--- config.mk ---
export PLATFORM = sky130hd
export DESIGN_NAME = mem_port_arbiter
export DESIGN_NICKNAME = d
export VERILOG_FILES = /design/src/rtl/mem_port_arbiter.sv
export SDC_FILE = /design/constraint.sdc
export NUM_CORES = 1
export LEC_CHECK = 0
export CORE_MARGIN = 2
export CORE_UTILIZATION = 39
export DETAILED_ROUTE_END_ITERATION = 8
export PLACE_DENSITY = 0.81
export SLEW_MARGIN = 20
export SYNTH_ARGS = -nofsm -noshare
export SYNTH_HDL_FRONTEND = slang
export SYNTH_SLANG_ARGS = --single-unit
--- constraint.sdc ---
create_clock -name ph1 -period 2.3 [get_ports ph1]
set_clock_uncertainty 0.05 [all_clocks]
set_input_delay 0.23 -clock ph1 [delete_from_list [all_inputs] [get_ports ph1]]
set_output_delay 0.23 -clock ph1 [all_outputs]
set_load 0.01 [all_outputs]
--- src/rtl/mem_port_arbiter.sv ---
// Purpose: arbitrates the fetch (I) and load/store (D) requesters onto the single memory port.
// Latency: grant one edge after a request is seen, done one edge after mem_ack; one IDLE cycle between transactions.
// Backpressure: requesters hold a level request until their done pulse; the memory stalls via mem_ack.
// Optional: ARB_TIMEOUT_EN adds an ack watchdog that ends a stalled transaction and sets sticky bus_err.
module mem_port_arbiter #(
    parameter int FAIR    = 1,
    parameter int TIMEOUT = 255
) (
    input  logic        ph1,
    input  logic        reset,
    input  logic        i_req,
    input  logic [31:0] i_adr,
    output logic [31:0] i_rdata,
    output logic        i_done,
    input  logic        d_req,
    input  logic        d_we,
    input  logic [31:0] d_adr,
    input  logic [31:0] d_wdata,
    input  logic [3:0]  d_byteen,
    output logic [31:0] d_rdata,
    output logic        d_done,
    output logic        mem_req,
    output logic        mem_we,
    output logic [31:0] mem_adr,
    output logic [31:0] mem_wdata,
    output logic [3:0]  mem_byteen,
    input  logic [31:0] mem_rdata,
    input  logic        mem_ack,
    output logic        bus_err
);

    typedef enum logic [1:0] {
        IDLE   = 2'd0,
        BUSY_I = 2'd1,
        BUSY_D = 2'd2
    } state_t;

    // last_grant encoding: 0 = I owned the port last, 1 = D did
    localparam logic GRANT_I = 1'b0;
    localparam logic GRANT_D = 1'b1;

    // The watchdog counter is 8 bits wide, so the limit must fit in it
    if (TIMEOUT < 1 || TIMEOUT > 255) begin : g_bad_timeout
        $error("mem_port_arbiter: TIMEOUT must be in 1..255");
    end

    state_t      state_q, state_d;
    logic        last_grant_q, last_grant_d;
    logic        mem_req_q, mem_req_d;
    logic        mem_we_q, mem_we_d;
    logic [31:0] mem_adr_q, mem_adr_d;
    logic [31:0] mem_wdata_q, mem_wdata_d;
    logic [3:0]  mem_byteen_q, mem_byteen_d;
    logic [31:0] i_rdata_q, i_rdata_d;
    logic [31:0] d_rdata_q, d_rdata_d;
    logic        i_done_q, i_done_d;
    logic        d_done_q, d_done_d;

    logic        i_pend, d_pend, pick_d;
    logic        fin, fin_upd;
    logic [31:0] fin_dat;

`ifdef ARB_TIMEOUT_EN
    localparam logic [7:0] TMO_LAST = 8'(TIMEOUT - 1);
    logic [7:0]  cnt_q, cnt_d;
    logic        bus_err_q, bus_err_d;
`endif

    // Mask a requester whose done is still visible, then pick the winner
    always_comb begin
        i_pend = i_req & ~i_done_q;
        d_pend = d_req & ~d_done_q;
        if (i_pend && d_pend) begin
            pick_d = !((FAIR != 0) && (last_grant_q == GRANT_D));
        end else begin
            pick_d = d_pend;
        end
    end

    // Next-state and registered-output computation
    always_comb begin
        state_d      = state_q;
        last_grant_d = last_grant_q;
        mem_req_d    = mem_req_q;
        mem_we_d     = mem_we_q;
        mem_adr_d    = mem_adr_q;
        mem_wdata_d  = mem_wdata_q;
        mem_byteen_d = mem_byteen_q;
        i_rdata_d    = i_rdata_q;
        d_rdata_d    = d_rdata_q;
        i_done_d     = 1'b0;
        d_done_d     = 1'b0;
        fin          = 1'b0;
        fin_upd      = 1'b0;
        fin_dat      = mem_rdata;
`ifdef ARB_TIMEOUT_EN
        cnt_d        = cnt_q;
        bus_err_d    = bus_err_q;
`endif
        unique case (state_q)
            IDLE: begin
                if (i_pend || d_pend) begin
                    mem_req_d = 1'b1;
`ifdef ARB_TIMEOUT_EN
                    cnt_d     = 8'd0;
`endif
                    if (pick_d) begin
                        mem_we_d     = d_we;
                        mem_adr_d    = d_adr;
                        mem_wdata_d  = d_wdata;
                        mem_byteen_d = d_we ? d_byteen : 4'hf;
                        last_grant_d = GRANT_D;
                        state_d      = BUSY_D;
                    end else begin
                        mem_we_d     = 1'b0;
                        mem_adr_d    = i_adr;
                        mem_wdata_d  = 32'h0;
                        mem_byteen_d = 4'hf;
                        last_grant_d = GRANT_I;
                        state_d      = BUSY_I;
                    end
                end
            end
            BUSY_I, BUSY_D: begin
                // Stores leave d_rdata untouched on a normal ack
                fin     = mem_ack;
                fin_upd = (state_q == BUSY_I) || !mem_we_q;
`ifdef ARB_TIMEOUT_EN
                if (!mem_ack) begin
                    if (cnt_q == TMO_LAST) begin
                        fin       = 1'b1;
                        fin_upd   = 1'b1;
                        fin_dat   = 32'hdeadbeef;
                        bus_err_d = 1'b1;
                    end else begin
                        cnt_d = cnt_q + 8'd1;
                    end
                end
`endif
                if (fin) begin
                    mem_req_d = 1'b0;
                    mem_we_d  = 1'b0;
                    state_d   = IDLE;
                    if (state_q == BUSY_I) begin
                        i_done_d = 1'b1;
                        if (fin_upd) i_rdata_d = fin_dat;
                    end else begin
                        d_done_d = 1'b1;
                        if (fin_upd) d_rdata_d = fin_dat;
                    end
                end
            end
            default: state_d = IDLE;
        endcase
    end

    // State and output registers with synchronous reset
    always_ff @(posedge ph1) begin
        if (reset) begin
            state_q      <= IDLE;
            last_grant_q <= GRANT_I;
            mem_req_q    <= 1'b0;
            mem_we_q     <= 1'b0;
            mem_adr_q    <= 32'h0;
            mem_wdata_q  <= 32'h0;
            mem_byteen_q <= 4'h0;
            i_rdata_q    <= 32'h0;
            d_rdata_q    <= 32'h0;
            i_done_q     <= 1'b0;
            d_done_q     <= 1'b0;
`ifdef ARB_TIMEOUT_EN
            cnt_q        <= 8'd0;
            bus_err_q    <= 1'b0;
`endif
        end else begin
            state_q      <= state_d;
            last_grant_q <= last_grant_d;
            mem_req_q    <= mem_req_d;
            mem_we_q     <= mem_we_d;
            mem_adr_q    <= mem_adr_d;
            mem_wdata_q  <= mem_wdata_d;
            mem_byteen_q <= mem_byteen_d;
            i_rdata_q    <= i_rdata_d;
            d_rdata_q    <= d_rdata_d;
            i_done_q     <= i_done_d;
            d_done_q     <= d_done_d;
`ifdef ARB_TIMEOUT_EN
            cnt_q        <= cnt_d;
            bus_err_q    <= bus_err_d;
`endif
        end
    end

    assign mem_req    = mem_req_q;
    assign mem_we     = mem_we_q;
    assign mem_adr    = mem_adr_q;
    assign mem_wdata  = mem_wdata_q;
    assign mem_byteen = mem_byteen_q;
    assign i_rdata    = i_rdata_q;
    assign d_rdata    = d_rdata_q;
    assign i_done     = i_done_q;
    assign d_done     = d_done_q;
`ifdef ARB_TIMEOUT_EN
    assign bus_err    = bus_err_q;
`else
    assign bus_err    = 1'b0;
`endif

endmodule
* After elaboration in Yosys (flattened, before gate mapping)
Index checks and enable logic that the tools add are counted.
** Storage, ports and cells
- Input port bits :: 138
- Output and inout port bits :: 137
- Logic and storage cells :: 54
- Flip-flop bits (word level) :: 139
** Operators by class
- Bitwise gates (word level) :: 7
- Equality and inequality tests :: 4
- Reduce and logical (&&, ||, !) cells :: 14
- Muxes and demuxes :: 18
** Operators with widths (number)
- 2-to-1 mux 32 bit :: 2
- 2-to-1 mux 1 bit :: 8
- 2-to-1 mux 4 bit :: 2
- AND reduction 4 bit :: 2
- 2-to-1 mux 2 bit :: 3
- inverter 1 bit :: 5
- inequality test 2 bit (second input constant) :: 2
- case mux 1 bit (2 select lines) :: 2
- case mux 2 bit (2 select lines) :: 1
- AND reduction 2 bit :: 2
- AND reduction 3 bit :: 1
- OR reduction 3 bit :: 1
- bitwise AND 1 bit :: 2
- equality test 2 x 1 -> 1 bit (second input constant) :: 1
- equality test 2 bit (second input constant) :: 1
- zero test 1 bit :: 2
- zero test 2 bit :: 1
- logical OR 1 bit :: 2
- nonzero test 2 bit :: 1
- OR reduction 2 bit :: 1
- logical AND 1 bit :: 1

* Longest topological paths before layout
- Word-level depth :: 7
- Mapped depth :: 9
- Mapped depth without buffers :: 6

* Least setup slack after synthesis
OpenSTA, ideal clock, no wires.
- Kind :: register to register
- Start point :: register state_q[0]
- End point :: register mem_adr_q[10], in the netlist mem_adr[10]
- Clock period less this slack :: 1.868 ns
- Arrival :: 1.696 ns
- Stages on the path, launching flop included :: 10
- Data required time :: 2.128 ns
- Path slack :: 0.432 ns
- Setup time :: 0.122 ns
- Buffers on the path :: 4
- Path through :: dfxtp_1 inv_1 ha_1 clkbuf_1 and3_1 buf_6 and2_4 buf_6 buf_6 a221o_1
** Between the ends
- Cells in the longest elaborated chain, start to end :: 2
** RTL lines
- start, declared :: line 47 : state_t state_q, state_d;
- start signal, assigned :: line 176 : state_q <= state_d;
- zero test 2 bit :: line 100 : unique case (state_q)
- AND reduction 2 bit (no line)
- end signal, assigned :: line 180 : mem_adr_q <= mem_adr_d;
- end, declared :: line 51 : logic [31:0] mem_adr_q, mem_adr_d;
No other way between the ends.
A chain may end at the register's enable or synchronous reset.

* Final worst setup path
- Start point :: register state_q[0]
- End point :: register d_rdata_q[20], in the netlist d_rdata[20]
** Between the ends
- Cells in the longest elaborated chain, start to end :: 3
- Elaborated cells between the ends (all ways) :: 6
- Those cells by class :: eq/ne (2); bitwise (1); reduce/logical (3)
** RTL lines
- equality test 2 x 1 -> 1 bit / equality test 2 bit (equally long branches) :: line 100, 127, 144
- OR reduction 2 bit (tied with other cells) :: line 100
- AND reduction 4 bit (no line) *
- end signal, assigned :: line 184 : d_rdata_q <= d_rdata_d;
- end, declared :: line 55 : logic [31:0] d_rdata_q, d_rdata_d;
Every way passes the cells marked *; elsewhere a longest branch is shown, timed or not.

==> summary by stage <==
STA
The hold violation total from the final report is 0. Based on the critical path, the design can be clocked at up to between 500 and 600 MHz. The part of the cycle the worst path needs is 0.813. Setup repair after global routing left no endpoint under its margin. In the final timing run, aggregate negative setup slack is 0 ns. The clock period could shrink to 1.87 ns. Setup violations remaining at the end of the flow were counted as 0. The max-slew violation count is 0.

Routing
The detailed-router iteration count before antenna repair is 5. The wire length per cell is between 15 and 20 um. Summing over every cut layer, the via total after detailed routing is 5036.

The detailed router's first-iteration violation count is 374. The final wirelength is about 16000 um. The DRC violation count after routing is 0. The routed via count divided by cell count is slightly above 5.

The count of antenna-violating nets left after detailed routing is 0.

Die
The die extent in x is 117 um. The initial utilization of the core area, before any placement, comes to 0.397. The height of the chip is ~120 um.

The boundary pin count is 275. The initialized floorplan defines 41 standard-cell rows. The floorplan step defined a core boundary enclosing 12500 um^2. The die area is 13700 um^2.

Setup path
The data arrival time at the worst-slack endpoint is 2.10 ns. Measured in cells, the most critical reg-to-reg path has a length of 7. The worst setup slack for register-to-register paths is approximately 0.43 ns.

The setup path with the least slack is of type flip-flop to flip-flop. The worst setup path is launched from a flip-flop. In this run the worst path has a maximum fanout of 32.

STA puts the critical path data required time at 2.53 ns. The worst flop-to-flop path startpoint is state_q[0]. STA classifies the critical path endpoint as a flip-flop.

The capture point of the worst reg-to-reg path is d_rdata[20].

GRT
The initial antenna violation count was 0. The maximum number of pins on one net before global-route repair is 88. In the global route stage, overall resource usage came out at 0.229. The global route total overflow is 0.

The via count of the first global-routing pass is 4801. The first global-routing pass estimated 24300 um of wire.

Logic synthesis
The register bit total from synthesis is 139. The synthesized netlist net count is around 700. The synthesized-area fraction occupied by xor and xnor cells is 0. The simple-gate portion of the synthesized area is 0.194.

After synthesis, the largest family of logic cells by area is compound AO/OA/AOI/OAI gates. Synthesis instantiated 32 different standard cells from the library. The post-synthesis mux area share is 0.

The post-synthesis sequential area ratio is 0.560. The complex-gate fraction of the synthesized area is 0.194. The synthesized instance count is 554. For this run, the number of Yosys warnings is 0. The average size of a mapped cell is 8.97 um^2.

The adder-cell share of the synthesized area is 0.00504. The netlist area before placement is a little under 5000 um^2.

Clocking
CTS placed an instance of clkbuf_16 at the clock tree root. The number of H-tree branching levels is 4. TritonCTS built the clock tree. Post-CTS repair changed the size of 0 cells. The deepest clock path buffer count is 2.

TritonCTS created 17 clock buffers. For this design, the CTS-stage hold fixing added 0 buffers. After clock tree synthesis, the clock-pin slew on the worst setup and hold paths is 0.06 ns. The total setup buffers inserted after CTS is 0. The clock network latency to the later pin of the worst-skew pair is between 0.4 and 0.5 ns. Clock tree synthesis found a total of 139 sinks.

Placement
The number of port buffers is 273. At the end of routability-driven placement, the weighted congestion stood at 0.753. Counting tap cells, the placed design contains a total of 964 instances.

The wire-length estimate of the detail-placed layout is 11600 um.

Min path
The min-delay analysis places its worst path in the category primary input to flip-flop. The path with the worst hold slack has its endpoint at mem_wdata[23]. The hold path startpoint is reset. The worst hold path passes through 2 cells.

Cells and area
The final layout contains 951 nets. Of the cells placed in the final design, the portion with a size suffix greater than 1 is 0.0535. The synthesis-to-layout area growth is 69.2%. The number of antenna diodes in the final layout is 0. The number of non-filler instances in the completed layout is around 1000.

Power and ir drop
The power density over cell area is 816 nW/um^2. For this design the static power due to leakage is 3.07 nW. The worst ir drop on vdd is 0.000532 V.

Status
The run finished with clean final reports.

Flow run
Across the run, the number of max-cap violations was 0.
-- routing by layer --
layer | wire length, um | share of wire | GRT usage | vias up
met2 | 8150 | 0.50 | 0.395 | 221
met5 | 0 | 0 | 0 | -
li1 | - | - | - | 2413
met3 | 1560 | 0.096 | 0.0850 | 30
met1 | 6080 | 0.38 | 0.255 | 2372
met4 | 406 | 0.025 | 0.0980 | 0
-- placed cells by master (no fill, tap or decap), types with 2 or more instances in the layout --
cell and instances:
a22oi_1 32, clkdlybuf4s50_1 272, nand2_1 131, buf_4 8, and3_1 2, a21oi_1 67
o32ai_1 2, o22ai_1 4, bufinv_16 2, ha_1 2, nor2b_1 3, inv_1 4
and2_1 32, clkbuf_1 4, clkbuf_8 4, dfxtp_1 139, clkinv_2 2, nor2_1 40
a221o_1 32, clkbuf_16 17, buf_12 3, nand3_1 3
-- worst max-delay path, stage by stage (launching register included) --
cell and delay [ns]:
dfxtp_1 0.33, inv_1 0.06, ha_1 0.37, nand2_1 0.16, or3_1 0.33, buf_4 0.25
nand2_1 0.12, a21oi_1 0.06
-- sequential cells by signal, indices dropped and copies added, names as in the netlist --
signal        count
d_rdata          32
i_rdata          32
mem_adr          32
mem_wdata        32
mem_byteen        4
state_q           2
d_done            1
i_done            1
last_grant_q      1
mem_req           1
mem_we            1
-- report_power, final --
| group | total, mW | internal (mW) | leakage, nW | switching [mW] |
|---|---|---|---|---|
| logic | 1.43 | 0.798 | 1.65 | 0.634 |
| registers | 2.76 | 2.63 | 1.13 | 0.127 |
| clock network | 2.67 | 1.70 | 0.283 | 0.963 |
| total | 6.86 | 5.14 | 3.07 | 1.72 |
-- Yosys cell counts --
master    count  area, um^2
a31oi_1       1        6.26
inv_1         4        15.0
buf_6         5        56.3
nor3_1        2        10.0
or3b_1        1        8.76
nor2_1       41         154
or3_1         1        6.26
a21oi_1      67         335
and4_4        1        11.3
conb_1        1        3.75
o21ai_1       1        5.00
o21a_1        1        7.51
clkbuf_1     37         139
dfxtp_1     139        2780
nand2_1     131         492
a221o_1      32         320
ha_1          2        25.0
nand2b_1      1        6.26
o32ai_1       2        17.5
o31ai_1       1        7.51
and2_4        1        8.76
nand3_1       3        15.0
and2_1       32         200
and3_1        2        12.5
buf_4         1        7.51
nand3b_1      1        7.51
nor2b_1       3        18.8
o22ai_1       4        25.0
nand4_1       1        6.26
buf_2         2        10.0
or2_2         1        6.26
a22oi_1      32         240
-- worst max path at each step --
| stage | from | to | depth (start not counted) |
|---|---|---|---|
| 2_1_floorplan | state_q[0] | mem_adr[10] | 9 |
| 3_3_place_gp | d_req | mem_adr[14] | 6 |
| 3_5_place_dp | d_req | mem_adr[14] | 6 |
| 4_1_cts | state_q[0] | d_rdata[20] | 7 |
| 5_1_grt | state_q[1] | d_rdata[9] | 7 |
| 6_report | state_q[0] | d_rdata[20] | 7 |
-- area by class of cell --
| class | count | area [um^2] |
|---|---|---|
| Multi-Input combinational cell | 366 | 1970 |
| Clock buffer | 25 | 495 |
| Tap cell | 172 | 215 |
| Clock inverter | 6 | 86.3 |
| Fill cell | 1000 | 4110 |
| Sequential cell | 139 | 2780 |
| Inverter | 4 | 15.0 |
| Timing Repair Buffer | 283 | 2840 |
-- through the flow --
stage	util	setup slack, ns	power, mW	cell area, um^2	hold WS (ns)
after floorplan	-	0.432	3.42	4970	0.316
after global placement	0.625	0.330	4.20	7820	0.392
after detailed placement	0.625	0.288	4.24	7820	0.396
after CTS	0.672	0.413	6.93	8410	0.102
after global routing	0.672	0.309	7.16	8410	0.117
final	0.672	0.430	6.86	8410	0.120
-- cell families after synthesis --
logic type,after synthesis
buffers and inverters,49
AND/OR/NAND/NOR,222
AO/OA/AOI/OAI,141
other,1
adder cells (fa/ha/maj),2
flip-flops,139
No activity file was read; power rests on OpenSTA's default activity.
